==> config.mk <==
export PLATFORM = sky130hd
export DESIGN_NAME = fifo_write_arbiter
export DESIGN_NICKNAME = d
export VERILOG_FILES = /design/src/rtl/fifo_arb_pkg.sv /design/src/rtl/fifo_write_arbiter_rr_pick.sv /design/src/rtl/fifo_write_arbiter.sv
export SDC_FILE = /design/constraint.sdc
export NUM_CORES = 1
export LEC_CHECK = 0
export ABC_CLOCK_PERIOD_IN_PS = 7300
export BUFFER_PORTS_ARGS = -buffer_cell sky130_fd_sc_hd__buf_4
export CAP_MARGIN = 20
export CELL_PAD_IN_SITES_DETAIL_PLACEMENT = 0
export CELL_PAD_IN_SITES_GLOBAL_PLACEMENT = 2
export CORE_ASPECT_RATIO = 1.25
export CORE_UTILIZATION = 37
export CTS_BUF_LIST = sky130_fd_sc_hd__clkbuf_2
export DETAILED_ROUTE_END_ITERATION = 8
export GPL_ROUTABILITY_DRIVEN = 0
export PLACE_DENSITY = 0.95
export SLEW_MARGIN = 20
export SYNTH_ARGS = -nofsm -noshare
export SYNTH_HDL_FRONTEND = slang
export SYNTH_HIERARCHICAL = 1
export SYNTH_SLANG_ARGS = --single-unit
==> constraint.sdc <==
create_clock -name clk -period 7.3 [get_ports clk]
set_input_delay 1.46 -clock clk [delete_from_list [all_inputs] [get_ports clk]]
set_output_delay 1.46 -clock clk [all_outputs]
set_load 0.01 [all_outputs]
==> src/rtl/fifo_arb_pkg.sv <==
// Shared types and constants for the FIFO write-port arbiter.
package fifo_arb_pkg;

    // Width of the downstream byte FIFO's data path.
    localparam int FIFO_DATA_W = 8;

    // Arbiter FSM: free round-robin scan, or holding a burst owner.
    typedef enum logic {
        ARB_IDLE  = 1'b0,
        ARB_BURST = 1'b1
    } arb_state_e;

endpackage

==> src/rtl/fifo_write_arbiter_rr_pick.sv <==
// Round-robin picker: first set request bit at or after ptr, wrapping past N-1.
module rr_pick #(
    parameter int N = 4,
    parameter int W = $clog2(N)
) (
    input  logic [N-1:0] req,
    input  logic [W-1:0] ptr,
    output logic         found,
    output logic [W-1:0] idx
);

    // Scan N positions starting at ptr; the first hit wins.
    always_comb begin
        int unsigned pos;
        logic [W-1:0] pos_w;
        found = 1'b0;
        idx   = '0;
        pos   = 0;
        pos_w = '0;
        for (int unsigned k = 0; k < N; k++) begin
            pos   = (32'(ptr) + k) % N;
            pos_w = W'(pos);
            if (!found && req[pos_w]) begin
                found = 1'b1;
                idx   = pos_w;
            end
        end
    end

endmodule

==> src/rtl/fifo_write_arbiter.sv <==
// Shares one byte FIFO write port among NUM_REQ valid/ready producers using
// round-robin grants with an optional burst hold, a sticky handshake checker
// and a running count of accepted writes.
module fifo_write_arbiter
    import fifo_arb_pkg::*;
#(
    parameter int NUM_REQ   = 4,
    parameter int DATA_W    = FIFO_DATA_W,
    parameter int MAX_BURST = 2
) (
    input  logic                           clk,
    input  logic                           rst,
    input  logic [NUM_REQ-1:0]             req_valid,
    input  logic [NUM_REQ-1:0][DATA_W-1:0] req_data,
    output logic [NUM_REQ-1:0]             req_ready,
    input  logic                           fifo_full,
    output logic                           fifo_write_ctrl,
    output logic [DATA_W-1:0]              fifo_write_data,
    output logic [$clog2(NUM_REQ)-1:0]     grant_id,
    output logic [31:0]                    total_writes,
    output logic                           protocol_error
);

    localparam int IDX_W = $clog2(NUM_REQ);
    localparam int CNT_W = $clog2(MAX_BURST + 1);

    arb_state_e                       state;
    logic [IDX_W-1:0]                 rr_ptr;
    logic [IDX_W-1:0]                 owner;
    logic [CNT_W-1:0]                 burst_cnt;
    logic [31:0]                      write_count;
    logic                             pick_found;
    logic [IDX_W-1:0]                 pick_idx;
    logic                             xfer;
    logic [IDX_W-1:0]                 widx;
    logic [NUM_REQ-1:0]               pending;
    logic [NUM_REQ-1:0][DATA_W-1:0]   snap;

    function automatic logic [IDX_W-1:0] next_idx(input logic [IDX_W-1:0] i);
        if (int'(i) == NUM_REQ - 1) begin
            return '0;
        end
        return i + 1'b1;
    endfunction

    rr_pick #(
        .N (NUM_REQ),
        .W (IDX_W)
    ) u_pick (
        .req   (req_valid),
        .ptr   (rr_ptr),
        .found (pick_found),
        .idx   (pick_idx)
    );

    // Zero-latency grant: choose the transferring producer from state and inputs.
    always_comb begin
        req_ready = '0;
        xfer      = 1'b0;
        widx      = '0;
        if (!rst && !fifo_full) begin
            if (state == ARB_IDLE) begin
                if (pick_found) begin
                    xfer = 1'b1;
                    widx = pick_idx;
                end
            end else if (req_valid[owner]) begin
                xfer = 1'b1;
                widx = owner;
            end
            if (xfer) begin
                req_ready[widx] = 1'b1;
            end
        end
    end

    assign fifo_write_ctrl = |(req_valid & req_ready);
    assign fifo_write_data = xfer ? req_data[widx] : '0;
    assign grant_id        = widx;
    assign total_writes    = write_count;

    // Arbiter FSM: round-robin pointer, burst owner and burst length.
    always_ff @(posedge clk) begin
        if (rst) begin
            state     <= ARB_IDLE;
            rr_ptr    <= '0;
            owner     <= '0;
            burst_cnt <= '0;
        end else if (!fifo_full) begin
            if (state == ARB_IDLE) begin
                if (pick_found) begin
                    if (MAX_BURST == 1) begin
                        rr_ptr <= next_idx(pick_idx);
                    end else begin
                        owner     <= pick_idx;
                        burst_cnt <= CNT_W'(1);
                        state     <= ARB_BURST;
                    end
                end
            end else begin
                if (req_valid[owner] && (int'(burst_cnt) + 1 != MAX_BURST)) begin
                    burst_cnt <= burst_cnt + 1'b1;
                end else begin
                    // Burst complete, or owner dropped valid (one bubble): hand on.
                    rr_ptr    <= next_idx(owner);
                    burst_cnt <= '0;
                    state     <= ARB_IDLE;
                end
            end
        end
    end

    // Count accepted writes; wraps naturally at 2^32.
    always_ff @(posedge clk) begin
        if (rst) begin
            write_count <= '0;
        end else if (fifo_write_ctrl) begin
            write_count <= write_count + 32'd1;
        end
    end

    // Handshake checker: a stalled producer must hold valid and data next cycle.
    always_ff @(posedge clk) begin
        if (rst) begin
            pending        <= '0;
            protocol_error <= 1'b0;
        end else begin
            for (int unsigned i = 0; i < NUM_REQ; i++) begin
                if (pending[i] && (!req_valid[i] || req_data[i] != snap[i])) begin
                    protocol_error <= 1'b1;
                end
            end
            pending <= req_valid & ~req_ready;
        end
    end

    // Data snapshot taken every cycle; only consulted when the pending bit is set.
    always_ff @(posedge clk) begin
        snap <= req_data;
    end

endmodule

# --- Word level (Yosys, flattened, before mapping) ---
# Cells that the tools add are included.
# W data, S select, Z words.
op_classes:
  n_addsub: 7
  multipliers: 0
  div_mod_pow: 0
  n_lt_le_gt_ge: 8
  n_eq_ne: 6
  shifts: 0
  n_mux: 51
  n_bitwise: 6
  n_reduce_logical: 29
ops:
  columns: ["op", "count"]
  rows:
  - ["$add A32 B1 Y32 const B", 1]
  - ["$ne A8 B8 Y1", 4]
  - ["$mux W2", 14]
  - ["$mux W1", 26]
  - ["$lt A2 B3 Y1 const B", 7]
  - ["$bmux W8 S2", 1]
  - ["$mux W8", 2]
  - ["$bmux W1 S2", 5]
  - ["$logic_and A1 B1 Y1", 10]
  - ["$logic_not A1 Y1", 9]
  - ["$and A4 B4 Y4", 2]
  - ["$mux W4", 2]
  - ["$add A2 B1 Y2 const B", 3]
  - ["$reduce_and A3 Y1", 2]
  - ["$add A2 B2 Y2 const B", 2]
  - ["$logic_or A1 B1 Y1", 4]
  - ["$not A4 Y4", 1]
  - ["$reduce_bool A4 Y1", 1]
  - ["$reduce_or A4 Y1", 1]
  - ["$add A2 B1 Y3 const B", 1]
  - ["$ne A3 B2 Y1 const B", 1]
  - ["$not A1 Y1", 3]
  - ["$demux W1 S2", 1]
  - ["$eq A2 B1 Y1 const B", 1]
  - ["3 further kinds", 3]
totals:
  reg_bits: 76
  latchBits: 0
  ramBits: 0
  rom_bits: 0
  inputBits: 39
  elab_cells: 118
  n_memories: 0

# --- Depth between registers and ports, before layout ---
# Gate-level depths: netlist of the first run.
logic_depth:
  ltp_word: 23
  ltp_mapped: 10
  depth_no_buf: 8

# --- Modules after synthesis ---
# Netlist of the first run, hierarchy kept.
by_module_without_submodules:
  columns: ["module", "instances", "cells_each", "area_each_um2", "seq_area_each_um2"]
  rows:
  - ["fifo_write_arbiter", 1, 440, 4081.4, 1521.5]
  - ["rr_pick", 1, 15, 77.6, 0.0]

# --- Least setup slack after synthesis of the first run ---
# Ideal clock, no wire load.
synth_path:
  kind: "input to output"
  start: "input port req_valid[1]"
  end: "output port fifo_write_data[0]"
  arrival_ns: 3.380
  path_slack_ns: 2.460
  stages: 9
  path_buffers: 2
  path_cell_list: "inv_1 > a221o_1 > a21oi_1 > and3b_2 > a31o_2 > buf_2 > buf_1 > nand3_1 > a311oi_1"
synth_between:
  elab_chain_cells: 19
  word_cells_on_any_way: 37
synth_lines:
  columns: ["element", "line_no", "source"]
  rows:
  - ["start: declaration", "fifo_write_arbiter.sv:13", "input logic [NUM_REQ-1:0] req_valid,"]
  - ["$bmux W1 S2", "fifo_write_arbiter_rr_pick.sv:23", "if (!found && req[pos_w]) begin"]
  - ["$mux W1 (not written as such)", "fifo_write_arbiter_rr_pick.sv:23", null]
  - ["$mux W1", "fifo_write_arbiter_rr_pick.sv:23", null]
  - ["$logic_not A1 Y1", "fifo_write_arbiter_rr_pick.sv:23", null]
  - ["$logic_and A1 B1 Y1", "fifo_write_arbiter_rr_pick.sv:23", null]
  - ["$mux W1", "fifo_write_arbiter_rr_pick.sv:23", null]
  - ["$logic_not A1 Y1", "fifo_write_arbiter_rr_pick.sv:23", null]
  - ["$logic_and A1 B1 Y1", "fifo_write_arbiter_rr_pick.sv:23", null]
  - ["[3 not listed]", null, null]
  - ["$mux W2 *", "fifo_write_arbiter_rr_pick.sv:23", null]
  - ["net pick_idx[0]", "fifo_write_arbiter.sv:33", "logic [IDX_W-1:0] pick_idx;"]
  - ["$mux W2 *", "fifo_write_arbiter.sv:63", "if (pick_found) begin"]
  - ["$mux W2 *", "fifo_write_arbiter.sv:62", "if (state == ARB_IDLE) begin"]
  - ["$mux W2 * (2 in a row)", "fifo_write_arbiter.sv:61", "if (!rst && !fifo_full) begin"]
  - ["$bmux W8 S2 *", "fifo_write_arbiter.sv:78", "assign fifo_write_data = xfer ? req_data[widx] : '0;"]
  - ["$mux W8 (not written as such) *", "fifo_write_arbiter.sv:78", null]
  - ["$mux W8 *", "fifo_write_arbiter.sv:78", null]
  - ["end: declaration", "fifo_write_arbiter.sv:18", "output logic [DATA_W-1:0] fifo_write_data,"]
# Mark *: on every way through the listed nets, which the timed path passes. The rest lies on a longest branch. The select of a mux whose other input is x is not followed.

# --- Worst setup path in the final report of the first run ---
layout_path:
  start: "input port rst"
  end: "output port fifo_write_ctrl"
layout_between:
  elab_chain_cells: 5
layout_lines:
  columns: ["element", "line_no", "source"]
  rows:
  - ["start: declaration", "fifo_write_arbiter.sv:12", "input logic rst,"]
  - ["$logic_not A1 Y1", "fifo_write_arbiter.sv:61", null]
  - ["$logic_and A1 B1 Y1", "fifo_write_arbiter.sv:61", null]
  - ["$mux W4", "fifo_write_arbiter.sv:61", null]
  - ["$and A4 B4 Y4", "fifo_write_arbiter.sv:77", "assign fifo_write_ctrl = |(req_valid & req_ready);"]
  - ["$reduce_or A4 Y1", "fifo_write_arbiter.sv:77", null]
  - ["end: declaration", "fifo_write_arbiter.sv:17", "output logic fifo_write_ctrl,"]
# Every way passes these cells.

==> impl_metrics.toml, run 1 <==
[run_status]
outcome = "completed"

[global_routing]
overflow = 0
track_usage_pct = 17.79
grt_max_degree = 80
grt_pass1_vias = 3366
grt_pass1_wl_um = 16770
antenna_found_initial = 0

[critical_path]
start_kind = "input pin"
arrival_ps = 3900
cp-end-kind = "primary output"
timing.rr.start = "rr_ptr[0]"
r2r_setup_slack_ps = 4310
critical_path.slowest_cell = "nor2_1"
rr_endpoint = "total_writes[7]"
cp.required_ps = 5840
critPathMaxStageDelay_ps = 830
crit_type = "input pin to primary output"
critPathMaxFanout = 79
crit_top_cell = "buf_4"
reg2reg_depth = 9
path_cells = "buf_4 > nor2_1 > o21ai_2 > or4b_1 > buf_4 > nand2_1 > buf_4"

[hold_path]
hp-class = "flop to flop"
min_from = "pending[1]"
min_to = "protocol_error"
hold_depth = 2

[floorplan]
start_util_pct = 38.61
ioPinCount = 87
die_h_um = 120.5
die_area_um2 = 11670
rows = 42
core_um2 = 10770
fp.dieW_um = 96.83

[yosys]
netlist_area_um2 = 4159
synth-adder-area-share_pct = 0.9025
synth_ff_type = "dfxtp_1"
syn-mean-instance-area_um2 = 9.141
synth_edf_count = 0
synth_compound_area_share_pct = 13.60
netlist_instances = 455
synth.distinct_cells = 58
yosys_warnings = 6
muxShareOfSynthArea_pct = 12.73
syn_nets = 497
synth_top_family_by_area = "simple AND/OR/NAND/NOR gates"
async_flop_share_pct = 0
synth_xor_area_share_pct = 6.739
yosys.area_share.simple_pct = 25.03
synth.yosys.seq_area_share_pct = 36.58
ys_ff_latch = 76

[clocking]
cts_tree = "built"
cts.sinks = 76
clock_latency_ps = 510
clockRootBuffer = "clkbuf_2"
cts_resized = 0
cts_hold_buffers = 0
cts_buffers = 9
clk_pin_slew_worst_paths_ps = 200
htree_levels = 3
postCtsSetupBuffers = 0
clk_path_buf_depth = 2

[placement]
placed_area_um2 = 4851
hpwl_um = 7410
port_buffers = 86

[power_and_ir_drop]
vdd_ir_drop_max_mv = 0.06770
leakage_nw = 2.070
power_uw = 814.3
power_density_nw_per_um2 = 163.6

[drt]
post_drt_via_cell_ratio = 5.238
dr_total_vias = 3483
drtPass1Iterations = 4
route.detailed.drc = 0
drtIter0Drc = 83
wirelength_um = 10180
final_antenna_net_count = 0
routedWlPerCell_um = 15.30

[layout]
area_growth_pct = 19.71
final_cell_mix = "buf_4, dfxtp_1, nor2_1, nor2b_1, xor2_1"
layout_commonest_cell = "buf_4"
fill_cells = 1046
n_antenna_cell = 0
fin_nets = 571
fin_area_um2 = 4979
drive_above_1_share_pct = 27.58

[timing]
setup_viol = 0
period_needed_ps = 5363
skew_ps = 21.04
worst_pin_slew_ps = 970.2
tns_ps = 0
final-max-slew-violation-count = 0
rsz0062_at_grt = "false"
slew_headroom_pct = 35.08
hold_viol = 0
finalCritPeriodShare_pct = 73.46
max_freq_ghz = 0.1865

[flow_run]
max-cap-violations = 0
-- area by class of cell --
cell class                      count  area [um^2]  share of cell area, %
Multi-Input combinational cell    344         2466                  49.54
Timing Repair Buffer               88        660.6                  13.27
Clock inverter                      5        77.57                  1.558
Inverter                           10        37.54                 0.7540
Clock buffer                       10        50.05                  1.005
Sequential cell                    76         1521                  30.56
Tap cell                          132        165.2                  3.317
-- flip-flops by register name, indices dropped and copies added, names as in the netlist --
register	count
burst_cnt	2
owner	2
pending	4
protocol_error	1
rr_ptr	2
snap	32
state	1
total_writes	32
-- where the power goes --
part	total [mW]	internal (mW)	leakage, nW	switching [mW]
logic	0.116	0.0533	1.37	0.0626
registers	0.438	0.429	0.627	0.00903
clock network	0.260	0.112	0.0778	0.148
-- metrics by stage --
step,hold WS [ps],std cells,util [%],worst slack [ps]
global placement,474.4,650,44.99,1978
detailed placement,478.4,650,45.03,1943
global route,528.5,665,46.21,1801
floorplan,437.5,455,-,2460
finish,496.3,665,46.21,1937
CTS,511.6,665,46.21,1941
-- synth_stat cells, drive strengths merged, types with 5 or more instances --
cell type  number  area (um^2)
nor3            7        35.03
dfxtp          76         1521
and3            7        43.79
clkbuf         14        53.80
a21oi          24        176.4
or3             8        50.05
a211oi          6        75.07
mux2i          10        112.6
inv            10        37.53
xor2           28        245.2
buf            11        92.59
nor2b          33        206.5
nor2           52        195.2
and4            5        43.79
nand4          16        106.4
a311oi          8        70.07
nand2b          7        43.79
nand2          22        82.58
nand3          19        95.09
o21ai          10        53.80
mux2           35        394.1
-- worst max path at each step --
stage                               endpoint  slack, ps    startpoint  depth (start not counted)
after detailed placement     fifo_write_ctrl       1940           rst                          7
final                        fifo_write_ctrl       1940           rst                          7
after floorplan           fifo_write_data[0]       2460  req_valid[1]                          9
after CTS                    fifo_write_ctrl       1940           rst                          7
after global routing         fifo_write_ctrl       1800           rst                          7
after global placement    fifo_write_data[5]       1980  req_valid[3]                          9
-- critical path: cells and delay by family --
family                 cells  cell delay [ps]
and+or+nand+nor            3             1500
AOI/OAI and AO/OA          1              160
buffers and inverters      3              720
-- layer usage --
metal  part of all wire [%]  global-route usage (%)  vias to the layer above  routed length (um)
met1                     44                   21.32                     1625                4437
li1                       -                       -                     1765                   -
met4                   0.96                   5.970                        0                  98
met2                     51                   31.25                       86                5153
met3                    4.8                   4.046                        7                 486
met5                      0                       0                        -                   0
-- cells by family (layout without fill, tap and decap cells) --
group,after synthesis,after routing
XOR/XNOR,32,32
AO/OA/AOI/OAI,70,70
multiplexers,46,46
AND/OR/NAND/NOR,193,193
flip-flops,76,76
buffers and inverters,35,113
adder cells (fa/ha/maj),3,3
Note: power is estimated with default switching activity, not from simulation.
==> run 2, diff against run 1 <==
--- a/config.mk
+++ b/config.mk
@@ -5,17 +5,17 @@
 export SDC_FILE = /design/constraint.sdc
 export NUM_CORES = 1
 export LEC_CHECK = 0
-export ABC_CLOCK_PERIOD_IN_PS = 7300
+export ABC_CLOCK_PERIOD_IN_PS = 5000
 export BUFFER_PORTS_ARGS = -buffer_cell sky130_fd_sc_hd__buf_4
 export CAP_MARGIN = 20
 export CELL_PAD_IN_SITES_DETAIL_PLACEMENT = 0
 export CELL_PAD_IN_SITES_GLOBAL_PLACEMENT = 2
 export CORE_ASPECT_RATIO = 1.25
-export CORE_UTILIZATION = 37
+export CORE_UTILIZATION = 34
 export CTS_BUF_LIST = sky130_fd_sc_hd__clkbuf_2
 export DETAILED_ROUTE_END_ITERATION = 8
 export GPL_ROUTABILITY_DRIVEN = 0
-export PLACE_DENSITY = 0.95
+export PLACE_DENSITY = 0.91
 export SLEW_MARGIN = 20
 export SYNTH_ARGS = -nofsm -noshare
 export SYNTH_HDL_FRONTEND = slang
==> constraint.sdc (replaced) <==
create_clock -name clk -period 5 [get_ports clk]
set_input_delay 1 -clock clk [delete_from_list [all_inputs] [get_ports clk]]
set_output_delay 1 -clock clk [all_outputs]
set_load 0.01 [all_outputs]
==> impl_metrics.toml, run 2 (synthesis results as in run 1) <==
[run_status]
outcome = "completed"

[clocking]
clock_latency_ps = 510
clk_path_buf_depth = 2
postCtsSetupBuffers = 0
htree_levels = 3
clockRootBuffer = "clkbuf_2"
cts_tree = "built"
cts_resized = 0
cts.sinks = 76
cts_buffers = 9
cts_hold_buffers = 0
clk_pin_slew_worst_paths_ps = 180

[timing]
hold_viol = 0
period_needed_ps = 4296
slew_headroom_pct = 44.38
tns_ps = 0
worst_pin_slew_ps = 832.1
finalCritPeriodShare_pct = 85.91
final-max-slew-violation-count = 0
setup_viol = 0
rsz0062_at_grt = "false"
max_freq_ghz = 0.2328
fin_ws_ps = 704.3
skew_ps = 15.22

[floorplan]
ioPinCount = 87
fp.dieW_um = 100.9
die_h_um = 125.7
core_um2 = 11780
start_util_pct = 35.30
die_area_um2 = 12680
rows = 44

[drt]
drtPass1Iterations = 4
dr_wl_met3_um = 451
wl_met1_um = 4600
wirelength_um = 10650
drtIter0Drc = 62
dr_wl_met2_um = 5444
post_drt_via_cell_ratio = 5.070
dr_total_vias = 3539
final_antenna_net_count = 0
highest_layer = "met4"
route.detailed.drc = 0
routedWlPerCell_um = 15.26

[layout]
area_growth_pct = 19.80
layout_commonest_cell = "buf_4"
drive_above_1_share_pct = 27.37
final_cell_mix = "buf_4, dfxtp_1, nor2_1, nor2b_1, xor2_1"
fin_nets = 574
n_antenna_cell = 0
fin_area_um2 = 4982

[critical_path]
critPathMaxFanout = 21
path_cells = "buf_4 > inv_1 > a221o_1 > a21oi_1 > and3b_2 > a31o_2 > nand2_1 > nand2_1 > a311oi_1 > buf_4"
critPathMaxStageDelay_ps = 410
cp.required_ps = 4000
cp_num_buf_inv = 3
critical_path.slowest_cell = "a31o_2"
cp-end-kind = "primary output"
crit_family = "compound AO/OA/AOI/OAI gates"
start_kind = "input pin"
arrival_ps = 3300
crit_type = "input pin to primary output"

[hold_path]
hp-class = "flop to flop"

[global_routing]
overflow = 0
grt_max_degree = 66
grt_pass1_vias = 3444
track_usage_pct = 17.35
antenna_found_initial = 0
grt_pass1_wl_um = 17190

[placement]
placed_area_um2 = 4906
post-place-ws_ps = 731.4
hpwl_um = 7786
port_buffers = 86

[power_and_ir_drop]
power_mw = 1.084
leakage_nw = 2.065
vdd_ir_drop_max_mv = 0.07712
power_density_nw_per_um2 = 217.5

[flow_run]
max-cap-violations = 0
[run 2: stage by stage]
stage | cells | hold slack [ps] | utilization, %
6_report | 698 | 488.6 | 42.29
5_1_grt | 698 | 526.4 | 42.29
4_1_cts | 698 | 500.5 | 42.29
3_5_place_dp | 682 | 475.9 | 41.64
3_3_place_gp | 682 | 481.2 | 41.64
2_1_floorplan | 455 | 437.5 | -
[run 2: power breakdown]
part / total [mW] / internal [mW] / leakage (nW) / switching [mW]
sequential: 0.640 / 0.627 / 0.627 / 0.0130
clock: 0.273 / 0.0665 / 0.0585 / 0.207
combinational: 0.171 / 0.0788 / 1.38 / 0.0919
total: 1.08 / 0.772 / 2.06 / 0.312
[run 2: cell type report]
type	count	area, um^2
clock buffers	12	60.06
flip-flops and latches	76	1521
inverters	10	37.54
repair buffers	91	683.2
clock inverters	4	16.27
well taps	161	201.4
fillers	1261	6799
multi-input cells	344	2462
[run 2: path summary, 6_finish.rpt]
| kind | depth (start not counted) | start | slack (ps) | to |
|---|---|---|---|---|
| worst min register to register | 2 | pending[1] | 490 | protocol_error |
| worst max-delay path | 10 | req_valid[1] | 700 | fifo_write_data[6] |
| worst max register to register | 9 | rr_ptr[0] | 2020 | total_writes[25] |
| worst min-delay path | 2 | pending[1] | 490 | protocol_error |
[run 2: worst min-delay path, cell delays in order, from the launching register on]
cell	delay, ps
dfxtp_1	330
o41ai_1	60
a31oi_1	70
[run 2: per-layer routing]
layer,GRT usage [%],up-vias
met5,0,-
met4,6.309,0
met3,3.163,13
met2,30.70,82
met1,20.69,1670
li1,-,1774
